$ cat src/rtl/spi_byte_receiver.sv
// spi_byte_receiver
// SPI mode-0 slave that deserialises MSB-first words from the host and pushes
// each completed word into the command FIFO write port. While selected, it
// also streams an 8-bit status byte back on MISO so the host can poll the
// FIFO state.
//
// Ports:
//   clockin        system clock, all state on its rising edge
//   reset          asynchronous active-high reset
//   spi_sck        host SPI clock (async, idle low)
//   spi_cs_n       host chip select, active low (async)
//   spi_mosi       host data in (async)
//   spi_miso       status bit stream to host, 0 when not selected
//   fifo_full      FIFO full flag
//   fifo_data      completed word for the FIFO (held until the next write)
//   fifo_write     one-cycle FIFO write strobe
//   overflow_clear one-cycle pulse that clears overflow
//   overflow       sticky flag: a completed word was dropped on a full FIFO
//   busy           synchronised chip select is active
module spi_byte_receiver #(
  parameter int DATA_WIDTH = 8
) (
  input  logic                  clockin,
  input  logic                  reset,
  input  logic                  spi_sck,
  input  logic                  spi_cs_n,
  input  logic                  spi_mosi,
  output logic                  spi_miso,
  input  logic                  fifo_full,
  output logic [DATA_WIDTH-1:0] fifo_data,
  output logic                  fifo_write,
  input  logic                  overflow_clear,
  output logic                  overflow,
  output logic                  busy
);

  localparam int CW = (DATA_WIDTH > 2) ? $clog2(DATA_WIDTH) : 1;
  localparam logic [CW-1:0] LAST_BIT = CW'(DATA_WIDTH - 1);

  // Bit 0 is the first synchroniser flop, bit 1 the usable stage, bit 2 the
  // history used for edge detection. MOSI is only ever sampled from the
  // usable stage, so it needs no history flop.
  logic [2:0] sck_sync;
  logic [2:0] cs_sync;
  logic [1:0] mosi_sync;

  logic [DATA_WIDTH-2:0] partial_word;
  logic [DATA_WIDTH-1:0] assembled;
  logic [CW-1:0]         bit_count;
  logic [7:0]            tx_reg;
  logic [2:0]            tx_count;
  logic [7:0]            status;

  logic sck_rise;
  logic sck_fall;
  logic cs_fall;
  logic cs_rise;
  logic rx_active;
  logic bit_take;
  logic word_done;

  always_ff @(posedge clockin or posedge reset) begin
    if (reset) begin
      sck_sync  <= 3'b000;
      cs_sync   <= 3'b111;
      mosi_sync <= 2'b00;
    end else begin
      sck_sync  <= {sck_sync[1:0], spi_sck};
      cs_sync   <= {cs_sync[1:0], spi_cs_n};
      mosi_sync <= {mosi_sync[0], spi_mosi};
    end
  end

  assign sck_rise = sck_sync[1] & ~sck_sync[2];
  assign sck_fall = ~sck_sync[1] & sck_sync[2];
  assign cs_fall  = ~cs_sync[1] & cs_sync[2];
  assign cs_rise  = cs_sync[1] & ~cs_sync[2];
  assign busy     = ~cs_sync[1];

  // The history stage keeps reception alive in the cycle where deselect is
  // detected, so a word finishing in that same cycle is still delivered.
  assign rx_active = ~cs_sync[1] | ~cs_sync[2];
  assign bit_take  = sck_rise & rx_active;
  assign word_done = bit_take && (bit_count == LAST_BIT);
  assign assembled = {partial_word, mosi_sync[1]};

  // Shift in one bit per SCK rise; on the last bit hand the word to the FIFO
  // or drop it if the FIFO is full. Deselect discards any partial word, and
  // is placed last so it wins over the counter update in a shared cycle.
  always_ff @(posedge clockin or posedge reset) begin
    if (reset) begin
      bit_count    <= '0;
      partial_word <= '0;
      fifo_data    <= '0;
      fifo_write   <= 1'b0;
    end else begin
      fifo_write <= 1'b0;
      if (bit_take) begin
        partial_word <= assembled[DATA_WIDTH-2:0];
        if (word_done) begin
          bit_count <= '0;
          if (!fifo_full) begin
            fifo_data  <= assembled;
            fifo_write <= 1'b1;
          end
        end else begin
          bit_count <= bit_count + 1'b1;
        end
      end
      if (cs_rise) begin
        bit_count    <= '0;
        partial_word <= '0;
      end
    end
  end

  // Sticky drop flag; a new drop takes priority over a clear request.
  always_ff @(posedge clockin or posedge reset) begin
    if (reset) begin
      overflow <= 1'b0;
    end else if (word_done && fifo_full) begin
      overflow <= 1'b1;
    end else if (overflow_clear) begin
      overflow <= 1'b0;
    end
  end

  assign status = {6'b000000, overflow, fifo_full};

  // Status transmitter: load on select, shift on each SCK fall, and reload a
  // fresh snapshot after every eighth fall so the host can poll continuously.
  always_ff @(posedge clockin or posedge reset) begin
    if (reset) begin
      tx_reg   <= 8'h00;
      tx_count <= 3'd0;
    end else if (cs_fall) begin
      tx_reg   <= status;
      tx_count <= 3'd0;
    end else if (sck_fall && busy) begin
      if (tx_count == 3'd7) begin
        tx_reg   <= status;
        tx_count <= 3'd0;
      end else begin
        tx_reg   <= {tx_reg[6:0], 1'b0};
        tx_count <= tx_count + 3'd1;
      end
    end
  end

  assign spi_miso = busy & tx_reg[7];

endmodule

$ cat config.mk
export PLATFORM = sky130hd
export DESIGN_NAME = spi_byte_receiver
export DESIGN_NICKNAME = d
export VERILOG_FILES = /design/src/rtl/spi_byte_receiver.sv
export SDC_FILE = /design/constraint.sdc
export NUM_CORES = 1
export LEC_CHECK = 0
export CAP_MARGIN = 10
export CORE_MARGIN = 1.5
export CORE_UTILIZATION = 48
export CTS_BUF_LIST = sky130_fd_sc_hd__clkbuf_16
export CTS_CLUSTER_DIAMETER = 50
export DETAILED_ROUTE_END_ITERATION = 7
export PLACE_DENSITY = 0.81
export SYNTH_ARGS = -nofsm -noshare
export SYNTH_HDL_FRONTEND = slang
export SYNTH_SLANG_ARGS = --single-unit
$ cat constraint.sdc
create_clock -name clockin -period 1.4 [get_ports clockin]
set_input_delay 0.14 -clock clockin [delete_from_list [all_inputs] [get_ports clockin]]
set_output_delay 0.14 -clock clockin [all_outputs]
set_load 0.03 [all_outputs]
==> results of run 1 <==
## cells in the final DEF, fill, tap and decap left out, drive strengths merged
| cell | instances |
|---|---|
| dfrtp | 36 |
| nor4 | 1 |
| a22oi | 2 |
| clkbuf | 6 |
| mux2 | 9 |
| clkdlybuf4s15 | 1 |
| clkinv | 2 |
| clkdlybuf4s50 | 6 |
| o31ai | 1 |
| nor2 | 1 |
| nand4 | 1 |
| a32o | 2 |
| mux2i | 4 |
| buf | 22 |
| a21o | 2 |
| nor2b | 3 |
| dlygate4sd2 | 10 |
| nand3 | 3 |
| nand2 | 3 |
| ha | 5 |
| inv | 8 |
| nand2b | 1 |
| nor3b | 3 |
| a22o | 11 |
| dfstp | 3 |
| a21oi | 1 |
| nand4b | 2 |
| o21ai | 8 |
## what timing repair did
| item | 4_1_cts | 5_1_grt |
|---|---|---|
| setup endpoints to repair | 28 | 25 |
| buffers inserted | 3 | 5 |
| cloned | 0 | 1 |
| pin swaps | 2 | 8 |
| gates resized for setup | 20 | 14 |
## final timing paths
kind | start | endpoint | cells past startpoint
setup / recovery | cs_sync[1]$_DFF_PP1_ | bit_count[1]$_DFFE_PP0P_ | 4
hold reg to reg | sck_sync[0]$_DFF_PP0_ | sck_sync[1]$_DFF_PP0_ | 0
setup reg to reg | cs_sync[1]$_DFF_PP1_ | bit_count[1]$_DFFE_PP0P_ | 4
min in group clockin | spi_cs_n | cs_sync[0]$_DFF_PP1_ | 1
hold / removal | reset | bit_count[0]$_DFFE_PP0P_ | 3
max in group asynchronous | reset | cs_sync[1]$_DFF_PP1_ | 3
## metal layers
| layer | vias up | global-route usage | wire length (um) |
|---|---|---|---|
| met1 | 537 | 0.231 | 1370 |
| li1 | 496 | - | - |
| met5 | - | 0 | 0 |
| met3 | 12 | 0.0512 | 134 |
| met2 | 30 | 0.289 | 1680 |
| met4 | 0 | 0.112 | 98 |
## cell type report
class / instances / area, um^2
well taps: 44 / 55.1
multi-input cells: 63 / 639
clock inverters: 3 / 11.3
repair buffers: 40 / 379
clock buffers: 5 / 125
fillers: 223 / 887
inverters: 7 / 26.3
flip-flops and latches: 39 / 980
## logic make-up after synthesis
family          after synthesis  synth area share
flops                        39             0.616
mux                          13            0.0912
compound gates               27             0.127
simple gates                 17            0.0896
buf+inv                      12            0.0370
fa+ha+maj                     5            0.0393
## power by group through the flow
stage,registers (uW),clock network [uW],logic [uW]
floorplan,1210,0,118
global placement,1220,0,190
detailed placement,1230,0,202
CTS,1210,1060,217
global route,1210,1090,290
finish,1210,1040,263
## worst max-delay path: stages (launching register included)
cell and delay [ps]:
dfstp_2 640, buf_12 150, nor3b_4 60, a21oi_2 310, a22o_1 220
## per-stage QoR
stage          instance area [um^2]  setup slack, ps  power, uW
6_report                       2220            -42.1       2510
5_1_grt                        2220             -104       2600
4_1_cts                        2110            -29.8       2480
3_5_place_dp                   1940            -50.7       1430
3_3_place_gp                   1940            -6.36       1410
2_1_floorplan                  1600             9.49       1330
==> results.toml, run 1 <==
[run_status]
status = "finished, violations left"
violations = "setup timing"

[power_and_ir_drop]
total_leakage_power_uw = 0.00113
cellPowerDensity_nw_per_um2 = 1130
vdd_drop_max_uv = 887
seqPwrFrac = 0.482
power_switching_uw = 552
switching_share = 0.220
pwr-share-clk = 0.413
p_comb_frac = 0.105
p_int_uw = 1960

[floorplanning]
dieArea_um2 = 3670
rows = 20
start_util = 0.513
io_pins = 19
core_area_um2 = 3100
die_h_um = 60.6
dieWidth_um = 60.6

[cells_and_area]
stdcell_count = 201
diodes = 0
syn_to_final_growth_pct = 39.2
utilization = 0.714
nets = 168
drive_gt1_frac = 0.344

[synthesis]
synth_nets = 125
synth_cell_type_count = 28
synth.avg_cell_area_um2 = 14.1
yosys_register_bits = 39
async_flop_share = 1.00
yosysMostFrequentCell = "dfrtp_1"
ys_seq_area_frac = 0.616
synth_cells = 113
yosysWarnings = 0
synth_common_cells = "dfrtp_1, a22o_1, mux2_2, o21ai_0, inv_1"
synth_edf_count = 0
ys.flop_type = "dfrtp_1"
synth_area_leader_cell = "dfrtp_1"
syn_area_um2 = 1590
synth.top_cell.area_share = 0.566
synth.area.top_cells = "dfrtp_1, a22o_1, mux2_2"

[clock_tree]
cts.clk_slew.worst_paths_ps = 50
root_buffer = "clkbuf_16"
htree_levels = 2
cts_hold_buf = 0
clkLatencyLatePin_ps = 280
clockBufferDepth = 2
cts_buffers = 5
cts_tree = "yes"
clkSinkCount = 39

[critical_path]
worst_setup_path_start_kind = "register"
cp.required_ps = 1610
worstPathArrival_ps = 1650
critPathMaxFanout = 7
end_kind = "register"
crit_type = "reg -> reg"
ff2ff_setup_slack_ps = -40

[place]
hpwl_um = 1980
post-place-cells = 184
gp_congestion = 0.816
io_buffer_count = 18

[route]
ant_nets = 0
drc = 0
wl_um = 3280
wl_per_cell_um = 16.3
vias = 1075
initialDrtViolationCount = 83
vias_per_cell = 5.35
firstDrtPassIters = 4

[timing]
maxSlewViolCount = 0
period_needed_ps = 1440
fin_setup_tns_ps = -63.9
setup_slack_ps = -42.1
fin_crit_sh = 1.03
finalSetupViolCount = 3
finClkSkew_ps = 5.57
grt_setup_unrepaired = "yes"
timing.hold.ws_ps = 209
slew_headroom = 0.725
finalHoldViolCount = 0
max_freq_ghz = 0.693
worst_pin_slew_ps = 412

[grt]
grt_usage = 0.186
antenna_found_initial = 0
first_global_vias = 1029
grt_max_degree = 40
grt-ovfl-total = 0
grt_pass1_wl_um = 4770

[run]
drv_cap = 0

[min_path]
hp-class = "in -> async"
Note: power is estimated with default switching activity, not from simulation.
==> run 2, diff against run 1 <==
Clock period 1.4 ns to 1.2 ns, I/O delays scaled along.
==> run 2 against run 1 <==
- largest power group is now clock
- worst setup slack lost 180 ps
- the flow still finishes with violations (setup timing)
- core utilization grew 6.4 points
- sequential share of layout area fell by 3.6 points
- register-to-register slack worse by 180 ps
- die area did not move
- final cell count rose by 4.5%
- first-iteration DRC count fell by 14%
- combinational power is 42% higher
- clock-buffer cell count unchanged
==> results.toml, run 2 (synthesized netlist as in run 1, its figures left out) <==
[power_and_ir_drop]
power_switching_uw = 729
seqPwrFrac = 0.407
p_comb_frac = 0.107
cellPowerDensity_nw_per_um2 = 1440
switching_share = 0.209
p_int_uw = 2760
vdd_drop_max_uv = 1130
total_leakage_power_uw = 0.00120
pwr-share-clk = 0.486

[place]
dp_slack_ps = -195
hpwl_um = 2300
dpl_cell_area_um2 = 1990
gp_congestion = 0.788
io_buffer_count = 18

[clock_tree]
clockBufferDepth = 2
clkLatencyLatePin_ps = 280
cts_hold_buf = 0
root_buffer = "clkbuf_16"
cts_buffers = 5
htree_levels = 2
cts.clk_slew.worst_paths_ps = 60
clkSinkCount = 39
cts_tree = "yes"

[floorplanning]
die_h_um = 60.6
dieArea_um2 = 3670
dieWidth_um = 60.6
io_pins = 19
rows = 20
core_area_um2 = 3100
start_util = 0.513

[critical_path]
worst_setup_path_start_kind = "register"
regToRegEndpoint = "fifo_data[6]$_DFFE_PP0P_"
cp.required_ps = 1370
end_kind = "register"
rr_startpoint = "bit_count[0]$_DFFE_PP0P_"
worstPathArrival_ps = 1580
ff2ff_setup_slack_ps = -220
reg2reg_depth = 4
critPathMaxFanout = 5
crit_type = "reg -> reg"

[route]
vias = 1142
ant_nets = 0
initialDrtViolationCount = 71
drc = 0
firstDrtPassIters = 4
wl_um = 4180
vias_per_cell = 5.44
wl_per_cell_um = 19.9

[timing]
fin_setup_tns_ps = -4260
period_needed_ps = 1420
fin_crit_sh = 1.18
finalSetupViolCount = 32
finalHoldViolCount = 0
max_freq_ghz = 0.705
maxSlewViolCount = 0
finClkSkew_ps = 4.54
slew_headroom = 0.781
worst_pin_slew_ps = 328
grt_setup_unrepaired = "yes"
setup_slack_ps = -219

[cells_and_area]
design_area_um2 = 2410
final_cell_mix = "dfrtp_1, buf_4, a22o_1"
fillers = 185
utilization = 0.778
syn_to_final_growth_pct = 51.7
mostFrequentLayoutCell = "dfrtp_1"
drive_gt1_frac = 0.470
nets = 177
diodes = 0

[grt]
grt-ovfl-total = 0
grt_max_degree = 40
grt_pass1_wl_um = 6340
first_global_vias = 1258
use_met3 = 0.0682
antenna_found_initial = 0
met1_usage = 0.292
grt.busiest_layer = "met2"
grt_usage = 0.249
grtUsageMet2 = 0.419

[run]
drv_cap = 0

[min_path]
hp-class = "in -> async"

[run_status]
status = "finished, violations left"
violations = "setup timing"
[run 2: cell count changes in the layout (fill, tap and decap cells not counted), moves of 3 or more]
cell,before,now
dlygate4sd2_1,10,7
buf_4,18,21
buf_12,4,1
ha_4,1,4
inv_2,0,3
inv_1,8,5
buf_6,0,10
o21ai_0,6,1
o21ai_1,2,6
[run 2: timing repair]
item | in CTS | in global routing
cloned | 1 | 0
buffers inserted | 8 | 5
resized for setup | 50 | 19
pin swaps | 13 | 2
setup endpoints to repair | 42 | 36
[run 2: power by group through the flow]
stage                     registers [uW]  logic [uW]  clock network, uW
after floorplan                     1420         147                  0
after global placement              1420         247                  0
after detailed placement            1430         269                  0
after CTS                           1410         336               1700
after global routing                1420         402               1770
final                               1420         374               1690
[run 2: cell type report]
type                            instances  area (um^2)  area share
Clock buffer                            5          125      0.0518
Clock inverter                          3         63.8      0.0264
Inverter                                7         26.3      0.0109
Multi-Input combinational cell         63          718       0.297
Sequential cell                        39          980       0.406
Tap cell                               44         55.1      0.0228
Timing Repair Buffer                   49          447       0.185
[run 2: per-layer routing]
layer  vias up  part of all wire
met4         0             0.028
met5         -                 0
met2        34              0.52
li1        516                 -
met1       580              0.41
met3        12             0.043
[run 2: metrics by stage]
step	std cells	total power, uW	hold WS [ps]
after floorplan	113	1570	124
after global placement	189	1670	331
after detailed placement	189	1700	345
after CTS	206	3450	209
after global routing	210	3590	222
final	210	3480	191
[run 2: critical path, stage by stage (launching register included)]
cell and delay [ps]:
dfrtp_1 400, ha_2 210, ha_4 180, nand4b_4 150, mux2_2 350
[run 2: worst max path at each step]
stage / from / end / slack [ps] / depth (start not counted)
4_1_cts: bit_count[1]$_DFFE_PP0P_ / fifo_data[6]$_DFFE_PP0P_ / -190 / 4
3_3_place_gp: cs_sync[1]$_DFF_PP1_ / bit_count[2]$_DFFE_PP0P_ / -150 / 4
2_1_floorplan: cs_sync[1]$_DFF_PP1_ / fifo_data[0]$_DFFE_PP0P_ / -120 / 4
6_report: bit_count[0]$_DFFE_PP0P_ / fifo_data[6]$_DFFE_PP0P_ / -220 / 4
5_1_grt: bit_count[0]$_DFFE_PP0P_ / fifo_data[6]$_DFFE_PP0P_ / -250 / 4
3_5_place_dp: sck_sync[1]$_DFF_PP0_ / fifo_data[1]$_DFFE_PP0P_ / -190 / 3
